--- config.mk ---
export PLATFORM = sky130hd
export DESIGN_NAME = writeback_stage
export DESIGN_NICKNAME = d
export VERILOG_FILES = /design/src/rtl/writeback_stage_pkg.sv /design/src/rtl/writeback_stage_load_align.sv /design/src/rtl/writeback_stage.sv
export SDC_FILE = /design/constraint.sdc
export NUM_CORES = 1
export LEC_CHECK = 0
export BUFFER_PORTS_ARGS = -buffer_cell sky130_fd_sc_hd__buf_2
export CAP_MARGIN = 20
export CORE_ASPECT_RATIO = 2
export CORE_MARGIN = 2
export CORE_UTILIZATION = 47
export CTS_CLUSTER_DIAMETER = 30
export DETAILED_ROUTE_END_ITERATION = 6
export GPL_ROUTABILITY_DRIVEN = 0
export PLACE_DENSITY = 0.77
export SYNTH_ARGS = -nofsm -noshare
export SYNTH_HDL_FRONTEND = slang
export SYNTH_SLANG_ARGS = --single-unit
--- constraint.sdc ---
create_clock -name i_clk -period 5.32 [get_ports i_clk]
set_input_delay 0.532 -clock i_clk [delete_from_list [all_inputs] [get_ports i_clk]]
set_output_delay 0.532 -clock i_clk [all_outputs]
set_load 0.05 [all_outputs]
--- src/rtl/writeback_stage_pkg.sv ---
// Shared CPU encodings: result-select codes, load funct3 values, writeback FSM states.
package writeback_stage_pkg;

    typedef enum logic [1:0] {
        SEL_ALU  = 2'b00,
        SEL_LOAD = 2'b01,
        SEL_PC4  = 2'b10,
        SEL_CSR  = 2'b11
    } sel_e;

    localparam logic [2:0] F3_LB  = 3'b000;
    localparam logic [2:0] F3_LH  = 3'b001;
    localparam logic [2:0] F3_LW  = 3'b010;
    localparam logic [2:0] F3_LBU = 3'b100;
    localparam logic [2:0] F3_LHU = 3'b101;

    typedef enum logic {
        ST_IDLE      = 1'b0,
        ST_WAIT_LOAD = 1'b1
    } state_e;

    // Fields of the instruction that must survive a load wait.
    typedef struct packed {
        logic       rd_en;
        logic [4:0] rd_addr;
        logic [2:0] funct3;
        logic [1:0] addr_lo;
    } ld_ctx_t;

endpackage

--- src/rtl/writeback_stage_load_align.sv ---
// Combinational load extraction: picks byte/half/word from an aligned memory word.
module load_align
    import writeback_stage_pkg::*;
(
    input  logic [2:0]  funct3_i,
    input  logic [1:0]  addr_lo_i,
    input  logic [31:0] data_i,
    output logic [31:0] data_o,
    output logic        err_o
);

    logic [7:0]  byte_sel;
    logic [15:0] half_sel;

    assign byte_sel = addr_lo_i[1] ? (addr_lo_i[0] ? data_i[31:24] : data_i[23:16])
                                   : (addr_lo_i[0] ? data_i[15:8]  : data_i[7:0]);
    assign half_sel = addr_lo_i[1] ? data_i[31:16] : data_i[15:0];

    always_comb begin
        data_o = data_i;
        err_o  = 1'b0;
        case (funct3_i)
            F3_LB:   data_o = {{24{byte_sel[7]}}, byte_sel};
            F3_LBU:  data_o = {24'b0, byte_sel};
            F3_LH: begin
                data_o = {{16{half_sel[15]}}, half_sel};
                err_o  = addr_lo_i[0];
            end
            F3_LHU: begin
                data_o = {16'b0, half_sel};
                err_o  = addr_lo_i[0];
            end
            F3_LW:   err_o = |addr_lo_i;
            default: err_o = 1'b1;
        endcase
    end

endmodule

--- src/rtl/writeback_stage.sv ---
// Writeback stage: result select, load completion with wait state, retire counter.
module writeback_stage
    import writeback_stage_pkg::*;
(
    input  logic        i_clk,
    input  logic        i_rst,
    input  logic        i_ce,
    input  logic        i_valid,
    input  logic        i_rd_en,
    input  logic [4:0]  i_rd_addr,
    input  logic [1:0]  i_sel,
    input  logic [31:0] i_alu_res,
    input  logic [31:0] i_pc4,
    input  logic [31:0] i_csr_dat,
    input  logic [2:0]  i_ld_funct3,
    input  logic [1:0]  i_ld_addr_lo,
    input  logic        i_mem_ack,
    input  logic [31:0] i_mem_dat,
    output logic        o_we,
    output logic [4:0]  o_addr_wr,
    output logic [31:0] o_dat_wr,
    output logic        o_stall,
    output logic        o_ld_err,
    output logic [63:0] o_instret
);

    state_e      state_q;
    ld_ctx_t     ctx_q, ctx_d;
    logic        we_q, err_q;
    logic [4:0]  addr_q;
    logic [31:0] dat_q;
    logic [63:0] instret_q;

    logic [31:0] res_d, wdat_d, la_data;
    logic        la_err, is_load, retire_d, wr_d;

    // While waiting, extraction runs on the captured fields, not the live inputs.
    always_comb begin
        ctx_d = '{rd_en: i_rd_en, rd_addr: i_rd_addr, funct3: i_ld_funct3, addr_lo: i_ld_addr_lo};
        if (state_q == ST_WAIT_LOAD) ctx_d = ctx_q;
    end

    load_align u_load_align (
        .funct3_i  (ctx_d.funct3),
        .addr_lo_i (ctx_d.addr_lo),
        .data_i    (i_mem_dat),
        .data_o    (la_data),
        .err_o     (la_err)
    );

    always_comb begin
        case (sel_e'(i_sel))
            SEL_PC4: res_d = i_pc4;
            SEL_CSR: res_d = i_csr_dat;
            default: res_d = i_alu_res;
        endcase
    end

    assign is_load  = sel_e'(i_sel) == SEL_LOAD;
    assign retire_d = (state_q == ST_IDLE && i_valid && (!is_load || (!la_err && i_mem_ack)))
                   || (state_q == ST_WAIT_LOAD && i_mem_ack);
    assign wdat_d   = (state_q == ST_WAIT_LOAD || is_load) ? la_data : res_d;
    assign wr_d     = retire_d && ctx_d.rd_en && (ctx_d.rd_addr != 5'd0);

    always_ff @(posedge i_clk) begin
        if (i_rst) begin
            state_q   <= ST_IDLE;
            ctx_q     <= '0;
            we_q      <= 1'b0;
            addr_q    <= '0;
            dat_q     <= '0;
            err_q     <= 1'b0;
            instret_q <= '0;
        end else if (i_ce) begin
            we_q  <= 1'b0;
            err_q <= 1'b0;
            case (state_q)
                ST_IDLE: begin
                    if (i_valid && is_load) begin
                        if (la_err)
                            err_q <= 1'b1;
                        else if (!i_mem_ack) begin
                            state_q <= ST_WAIT_LOAD;
                            ctx_q   <= ctx_d;
                        end
                    end
                end
                ST_WAIT_LOAD: if (i_mem_ack) state_q <= ST_IDLE;
                default: state_q <= ST_IDLE;
            endcase
            if (retire_d) instret_q <= instret_q + 64'd1;
            // Address/data only move on a real write so they hold otherwise.
            if (wr_d) begin
                we_q   <= 1'b1;
                addr_q <= ctx_d.rd_addr;
                dat_q  <= wdat_d;
            end
        end
    end

    assign o_we      = we_q;
    assign o_addr_wr = addr_q;
    assign o_dat_wr  = dat_q;
    assign o_stall   = (state_q == ST_WAIT_LOAD);
    assign o_ld_err  = err_q;
    assign o_instret = instret_q;

endmodule

==> results of run 1 <==
## power by group
| part | total, mW | internal [mW] | switching [mW] | leakage [nW] |
|---|---|---|---|---|
| sequential | 0.884 | 0.876 | 0.00852 | 0.929 |
| combinational | 0.287 | 0.107 | 0.179 | 2.37 |
| clock | 1.17 | 0.779 | 0.389 | 0.291 |
## metal layers
layer,GRT usage,share of wire,wire length (um)
met1,0.280,0.35,7230
met3,0.0462,0.050,1030
met5,0,0,0
met2,0.512,0.54,11200
met4,0.182,0.063,1310
## worst max path at each step
stage                     startpoint           end  slack [ns]  cells after the start
final                        o_stall   o_dat_wr[0]        1.94                      9
after global routing         o_stall   o_dat_wr[7]        1.71                      9
after CTS                    o_stall   o_dat_wr[0]        1.96                      9
after detailed placement     o_stall   o_dat_wr[0]        1.98                      9
after global placement       o_stall  o_dat_wr[10]        1.82                      8
after floorplan              o_stall  o_dat_wr[21]        2.69                      8
## cells by family after synthesis
logic type,Yosys count,synth area share
xor gates and xnor gates,13,0.0177
adders and majority gates,1,0.00195
AOI/OAI and AO/OA,247,0.250
and+or+nand+nor,282,0.231
muxes,63,0.0988
buffers and inverters,69,0.0430
DFF,115,0.358
## cell usage after synthesis, types with 2 or more instances
| library cell | instances | area (sq um) |
|---|---|---|
| a22oi_1 | 16 | 120 |
| nand4_1 | 17 | 106 |
| buf_1 | 7 | 26.3 |
| nor3_1 | 5 | 25.0 |
| xnor2_1 | 3 | 26.3 |
| mux2i_1 | 59 | 591 |
| a221o_1 | 9 | 90.1 |
| nor2b_1 | 3 | 18.8 |
| o21ai_0 | 70 | 350 |
| a32o_1 | 16 | 160 |
| nand4_2 | 2 | 25.0 |
| a22o_1 | 16 | 140 |
| a211oi_1 | 13 | 97.6 |
| and3_1 | 7 | 43.8 |
| o21ai_1 | 4 | 20.0 |
| or2_2 | 6 | 37.5 |
| a21oi_1 | 63 | 315 |
| dfxtp_1 | 115 | 2300 |
| nand2_1 | 96 | 360 |
| o2111ai_1 | 8 | 70.1 |
| xor2_1 | 10 | 87.6 |
| inv_1 | 15 | 56.3 |
| buf_2 | 11 | 55.1 |
| nor2_1 | 49 | 184 |
| or3_1 | 29 | 181 |
| and4_1 | 2 | 17.5 |
| o31ai_1 | 23 | 173 |
| clkbuf_1 | 35 | 131 |
| nand3_1 | 15 | 75.1 |
| o211ai_1 | 4 | 30.0 |
| mux2_2 | 4 | 45.0 |
| nand2b_1 | 3 | 18.8 |
| or4_1 | 28 | 210 |
| nor4_1 | 4 | 25.0 |
| and2_1 | 5 | 31.3 |
## through the flow
| stage | hold WS, ns | instance area [sq um] | setup slack, ns |
|---|---|---|---|
| finish | 0.376 | 8360 | 1.94 |
| global route | 0.392 | 8360 | 1.71 |
| floorplan | 0.453 | 6430 | 2.69 |
| detailed placement | 0.454 | 7760 | 1.98 |
| global placement | 0.444 | 7740 | 1.82 |
| CTS | 0.357 | 8360 | 1.96 |
## cell type report
type,instances,area (sq um)
sequential,115,2300
tap,155,194
clock inverter,11,160
timing repair buffer,261,1340
multi-input combinational,606,3860
fill,1236,5080
clock buffer,21,440
inverter,15,56.3
## registers in the layout, summed over array words and instances (netlist names)
name	count
ctx_q	11
o_addr_wr	5
o_dat_wr	32
o_instret	64
o_ld_err	1
o_stall	1
o_we	1
==> flow_summary_export.csv, run 1 <==
group,metric,value,unit
run_status,status,"finished clean",
routing,postRouteAntennaNets,0,
die,num_rows,60,
place,dp.cells,1152,
routing,vias_per_cell,5.95,
synthesis,synthesis.nets,937,
die,pin_count,250,
setup_path,max_stage_delay,0.76,ns
global_route,grt_pass1_wl,32400,um
routing,drt_iter0_drc,322,
global_route,grt_max_degree,86,
die,core_area,13400,sq um
clocking,clock_latency,0.40,ns
hold_path,whs_endpoint,"o_stall",
layout,final_cells,1184,
die,die_area,14700,sq um
layout,antenna_cells,0,
layout,utilization,0.622,
synthesis,synth_seq_cells,115,
die,die_w,86.7,um
global_route,gr-total-overflow,0,
clocking,numCtsBuffers,17,
sta,maxSlewViolCount,0,
clocking,path_clk_slew,0.05,ns
global_route,grt_pass1_vias,6702,
synthesis,ys_seq_area_frac,0.358,
clocking,cts_buffer_depth,2,
sta,finalHoldViolations,0,
clocking,cts_setup_buffers,0,
clocking,cts_resized,0,
setup_path,cp_common_cell,"buf_4",
layout,layout_commonest_cell,"buf_2",
job,cap_violations,0,
setup_path,path_buf_inv,4,
die,fp.dieH,169,um
clocking,cts_num_sinks,115,
synthesis,syn_inst,790,
global_route,antenna_found_initial,0,
synthesis,synth_edf_count,0,
synthesis,syn_area_per_cell,8.14,sq um
sta,finalClockSkew,0.00806,ns
setup_path,rrSetupSlack,1.94,ns
place,io_buffers,249,
synthesis,ys.flop_type,"dfxtp_1",
sta,period_needed,3.38,ns
clocking,htree_levels,4,
routing,wire_per_inst,17.5,um
setup_path,cp-end-kind,"flop",
setup_path,worstPathRequired,5.66,ns
sta,tightest_slew,1.08,ns
setup_path,reg2reg_depth,9,
clocking,root_buffer,"clkbuf_16",
sta,fin_crit_sh,0.636,
hold_path,min_path_cells,2,
sta,clock.fmax,296,MHz
clocking,cts_tree,"yes",
sta,setup_tns,0,ns
setup_path,crit_type,"flop to flop",
clocking,cts_hold_buf,0,
sta,setup_viol_count_final,0,
setup_path,crit_path_top_delay_cell,"nor3_4",
layout,final_cell_mix,"249 x buf_2, 115 x dfxtp_1, 96 x nand2_1",
layout,final_nets,1163,
power_and_ir_drop,peakVddDrop,0.000197,V
synthesis,synthDistinctLibCells,53,
synthesis,syn_area,6430,sq um
power_and_ir_drop,power_leakage,3.59,nW
sta,slew_headroom,0.278,
routing,drc,0,
routing,dr.pass1.iters,5,
routing,num_vias,7043,
power_and_ir_drop,power_density,280,nW/um^2
setup_path,crit_arrival,3.72,ns
routing,wirelength,20800,um
hold_path,holdCritPathClass,"input port to flop",
power_and_ir_drop,p_total,2.34,mW
place,dp_hpwl,15800,um
setup_path,timing.rr.start,"o_stall",
layout,drive_above_1_share,0.302,
setup_path,path_cells,"buf_4 > inv_1 > buf_4 > or4b_1 > nand3_2 > o21ai_1 > nor3_4 > buf_8 > a32o_1",
sta,rsz0062_at_grt,"no",
global_route,grt.total_usage,0.279,
setup_path,path_delay_family,"simple AND/OR/NAND/NOR gates",
hold_path,hold_path_startpoint,"i_ce",
layout,syn2layout_area_growth,30.0,%
setup_path,crit_fanout,38,
synthesis,ys_warn_count,0,
setup_path,worstSetupStartpointType,"flop",
synthesis,synthArstFlopShare,0,
setup_path,r2r_end,"o_dat_wr[0]",
die,start_util,0.479,
Power figures use the tool's default switching activity.
==> run 2, diff against run 1 <==
clock period = 3.5 ns   (was 5.32 ns; I/O delays follow)
==> flow_summary_export.csv, run 2 (synthesis results as in run 1) <==
group,metric,value,unit
setup_path,max_stage_delay,0.65,ns
clocking,cts_hold_buf,0,
setup_path,r2r_end,"o_dat_wr[2]",
sta,setup_tns,0,ns
power_and_ir_drop,peakVddDrop,0.000311,V
layout,final_cells,1185,
global_route,grt.total_usage,0.284,
clocking,cts_buffer_depth,2,
hold_path,whs_endpoint,"o_stall",
global_route,grt_pass1_vias,6670,
run_status,status,"finished clean",
setup_path,cp-startpoint,"o_stall",
routing,wirelength,21100,um
clocking,numCtsBuffers,17,
layout,drive_above_1_share,0.306,
power_and_ir_drop,power_density,424,nW/um^2
layout,final_nets,1165,
place,dp_hpwl,16100,um
routing,num_vias,7144,
die,core_area,13400,sq um
hold_path,min_path_cells,2,
setup_path,crit_arrival,2.97,ns
die,start_util,0.479,
power_and_ir_drop,switchingPower,887,uW
power_and_ir_drop,pwr-share-clk,0.497,
setup_path,path_delay_family,"simple AND/OR/NAND/NOR gates",
setup_path,crit_type,"flop to flop",
sta,fin_crit_sh,0.751,
power_and_ir_drop,p_total,3.55,mW
job,cap_violations,0,
die,num_rows,60,
clocking,cts_tree,"yes",
sta,holdWs,0.209,ns
setup_path,worstPathRequired,3.84,ns
clocking,cts_num_sinks,115,
clocking,cts_setup_buffers,0,
sta,finalClockSkew,0.00938,ns
setup_path,cp-end-kind,"flop",
routing,postRouteAntennaNets,0,
setup_path,path_buf_inv,3,
place,io_buffers,249,
layout,largest_reg_flops,64,
sta,slew_headroom,0.381,
routing,drt_iter0_drc,355,
sta,clock.fmax,381,MHz
clocking,clock_latency,0.40,ns
sta,tightest_slew,0.929,ns
routing,drc,0,
sta,maxSlewViolCount,0,
setup_path,worstSetupStartpointType,"flop",
place,dp_slack,0.891,ns
clocking,htree_levels,4,
global_route,antenna_found_initial,0,
routing,vias_per_cell,6.03,
global_route,gr-total-overflow,0,
place,dp.cells,1154,
sta,rsz0062_at_grt,"no",
setup_path,crit_fanout,37,
power_and_ir_drop,seqPwrFrac,0.379,
clocking,root_buffer,"clkbuf_16",
routing,dr.pass1.iters,5,
layout,layout_commonest_cell,"buf_2",
sta,finalHoldViolations,0,
setup_path,timing.rr.start,"o_stall",
hold_path,holdCritPathClass,"input port to flop",
setup_path,reg2reg_depth,8,
sta,fin_ws,0.873,ns
die,die_area,14700,sq um
power_and_ir_drop,power_leakage,3.61,nW
hold_path,hold_path_startpoint,"i_ce",
setup_path,crit_path_top_delay_cell,"nor3_4",
power_and_ir_drop,netSwitchingFraction,0.250,
power_and_ir_drop,combPwrFrac,0.124,
sta,period_needed,2.63,ns
die,fp.dieH,169,um
clocking,path_clk_slew,0.05,ns
power_and_ir_drop,intPower,2.66,mW
die,pin_count,250,
layout,antenna_cells,0,
layout,syn2layout_area_growth,30.2,%
layout,final_cell_mix,"249 x buf_2, 115 x dfxtp_1, 96 x nand2_1",
clocking,cts_resized,0,
setup_path,rrSetupSlack,0.87,ns
global_route,grt_pass1_wl,32900,um
routing,wire_per_inst,17.8,um
setup_path,path_cells,"inv_1 > buf_4 > a21oi_1 > nor2_1 > o21ai_1 > nor3_4 > buf_8 > a32o_1",
sta,setup_viol_count_final,0,
die,die_w,86.7,um
global_route,grt_max_degree,85,
## run 2: layer usage
| layer | global-route usage | part of all wire | wire (um) | up-vias |
|---|---|---|---|---|
| li1 | - | - | - | 3440 |
| met2 | 0.535 | 0.55 | 11600 | 290 |
| met5 | 0 | 0 | 0 | - |
| met3 | 0.0462 | 0.054 | 1130 | 73 |
| met4 | 0.171 | 0.056 | 1180 | 0 |
| met1 | 0.280 | 0.34 | 7190 | 3341 |
## run 2: power groups by stage
stage	sequential, mW	clock (mW)	combinational (mW)
global placement	1.37	0	0.433
global route	1.34	1.85	0.476
detailed placement	1.37	0	0.439
floorplan	1.44	0	0.198
CTS	1.34	1.79	0.439
finish	1.34	1.76	0.441
## run 2: through the flow
step           cell area (sq um)  utilization
5_1_grt                     8370        0.623
3_3_place_gp                7760        0.577
4_1_cts                     8370        0.623
3_5_place_dp                7770        0.578
2_1_floorplan               6430            -
6_report                    8370        0.623
## run 2: cell type report
type                            instances  area [sq um]
Fill cell                            1292          5060
Clock buffer                           21           470
Clock inverter                         10           131
Multi-Input combinational cell        606          3860
Sequential cell                       115          2300
Timing Repair Buffer                  263          1360
Inverter                               15          56.3
Tap cell                              155           194
## run 2: worst register-to-register path, stage by stage, from the launching register on
cell and delay, ns:
dfxtp_1 0.30, inv_1 0.06, buf_4 0.36, a21oi_1 0.23
nor2_1 0.35, o21ai_1 0.20, nor3_4 0.65, buf_8 0.24
a32o_1 0.18
## run 2: how the worst max path moves through the flow
stage	endpoint	slack, ns	cells after the start
after floorplan	o_dat_wr[21]	0.87	8
after global placement	o_dat_wr[10]	0.72	7
after detailed placement	o_dat_wr[10]	0.89	7
after CTS	o_dat_wr[2]	0.89	8
after global routing	o_dat_wr[6]	0.64	8
final	o_dat_wr[2]	0.87	8
==> run 3, diff against run 2 <==
CORE_UTILIZATION = 45   (was 47)
PLACE_DENSITY = 0.78   (was 0.77)
clock period = 2.3 ns   (was 3.5 ns; I/O delays follow)
==> flow_summary_export.csv, run 3 (synthesis results as in run 1) <==
group,metric,value,unit
global_route,gr-total-overflow,0,
setup_path,crit_arrival,2.58,ns
routing,dr.pass1.iters,5,
routing,drc,0,
global_route,antenna_found_initial,1,
layout,final_nets,1233,
clocking,htree_levels,4,
die,die_w,88.5,um
sta,clock.fmax,444,MHz
power_and_ir_drop,seqPwrFrac,0.392,
layout,syn2layout_area_growth,43.2,%
layout,layout_commonest_cell,"buf_2",
die,core_area,14000,sq um
power_and_ir_drop,combPwrFrac,0.147,
routing,vias_per_cell,5.83,
job,cap_violations,0,
clocking,numCtsBuffers,17,
global_route,grt_pass1_wl,35300,um
place,io_buffers,249,
layout,fill_cells,1230,
global_route,use_met1,0.268,
die,die_area,15300,sq um
clocking,cts_hold_buf,0,
layout,largest_reg_flops,64,
clocking,root_buffer,"clkbuf_16",
die,pin_count,250,
clocking,cts_tree,"yes",
sta,holdWs,0.0758,ns
layout,drive_above_1_share,0.399,
power_and_ir_drop,pwr-share-clk,0.462,
power_and_ir_drop,p_total,5.18,mW
setup_path,crit_fanout,6,
place,dp.cells,1236,
layout,final_cell_area,9210,sq um
clocking,cts_buffer_depth,2,
sta,slew_headroom,0.499,
die,num_rows,61,
setup_path,worstSetupStartpointType,"flop",
power_and_ir_drop,peakVddDrop,0.000485,V
routing,postRouteAntennaNets,0,
setup_path,cp-end-kind,"flop",
setup_path,crit_type,"flop to flop",
run_status,status,"finished clean",
layout,final_cells,1289,
hold_path,holdCritPathClass,"input port to flop",
die,fp.dieH,173,um
global_route,grt.total_usage,0.299,
global_route,top_usage_layer,"met2",
sta,finalClockSkew,0.0117,ns
routing,wire_per_inst,18.4,um
routing,num_vias,7515,
routing,wirelength,23700,um
place,dp_hpwl,17800,um
sta,period_needed,2.25,ns
die,start_util,0.460,
sta,finalHoldViolations,0,
sta,maxSlewViolCount,0,
routing,drt_iter0_drc,326,
power_and_ir_drop,switchingPower,1.41,mW
clocking,cts_num_sinks,115,
clocking,path_clk_slew,0.05,ns
sta,setup_viol_count_final,0,
global_route,grt_max_degree,39,
clocking,clock_latency,0.41,ns
global_route,met2_usage,0.565,
sta,tightest_slew,0.731,ns
global_route,met3_usage,0.0711,
setup_path,worstPathRequired,2.63,ns
sta,fin_crit_sh,0.979,
power_and_ir_drop,netSwitchingFraction,0.272,
layout,utilization,0.659,
power_and_ir_drop,power_density,562,nW/um^2
place,place_area,8340,sq um
power_and_ir_drop,power_leakage,4.01,nW
power_and_ir_drop,intPower,3.77,mW
global_route,grt_pass1_vias,7199,
layout,final_cell_mix,"249 x buf_2, 96 x nand2_1, 76 x dfxtp_1",
-- run 3: cell types whose count changed in the layout (fill, tap and decap cells not counted), sizes merged --
cell,previous run,this run
clkinvlp,1,0
clkbuf,21,25
bufinv,3,0
clkinv,6,7
inv,15,18
buf,263,328
diode,0,1
-- run 3: area by class of cell --
cell class,count,area (sq um),area share
multi-input cells,606,3990,0.433
diodes,1,2.50,0.000272
clock buffers,22,475,0.0516
repair buffers,331,2010,0.218
flip-flops and latches,115,2390,0.259
clock inverters,10,53.8,0.00584
inverters,15,56.3,0.00611
well taps,189,236,0.0257
-- run 3: path summary, 6_finish.rpt --
kind / startpoint / slack, ns / depth (start not counted) / to
max: o_stall / 0.05 / 9 / o_instret[37]
max reg2reg: o_stall / 0.05 / 9 / o_instret[37]
min reg2reg: o_dat_wr[3] / 0.46 / 1 / o_dat_wr[3]
min: i_ce / 0.08 / 2 / o_stall
-- run 3: power groups by stage --
stage	clock network, mW	logic, mW	registers (mW)
finish	2.39	0.759	2.03
detailed placement	0	0.708	2.07
floorplan	0	0.303	2.17
global placement	0	0.697	2.07
global route	2.52	0.811	2.03
CTS	2.42	0.712	2.03
-- run 3: worst max-delay path, cell delays in order, from the launching register on --
cell and delay, ns:
dfxtp_4 0.36, inv_1 0.06, or4b_4 0.51, nand3_4 0.12
buf_8 0.12, o211ai_1 0.15, buf_4 0.19, buf_6 0.13
or3_1 0.37, a21oi_1 0.15
-- run 3: timing repair --
item,4_1_cts,5_1_grt
pin swaps,0,11
gates cloned,0,4
gates resized for setup,4,25
setup buffers,0,17
endpoints found under the setup margin,11,51
-- run 3: metal layers --
| layer | wire, um | share of wire | vias up |
|---|---|---|---|
| li1 | - | - | 3579 |
| met2 | 13000 | 0.55 | 363 |
| met5 | 0 | 0 | - |
| met1 | 7320 | 0.31 | 3473 |
| met4 | 1850 | 0.078 | 0 |
| met3 | 1510 | 0.064 | 100 |
-- run 3: stage by stage --
step	setup WS, ns	TNS (ns)
floorplan	0.00518	0
global placement	-0.119	-3.03
detailed placement	-0.0458	-0.179
CTS	0.00599	0
global route	-0.0244	-0.0779
finish	0.0482	0
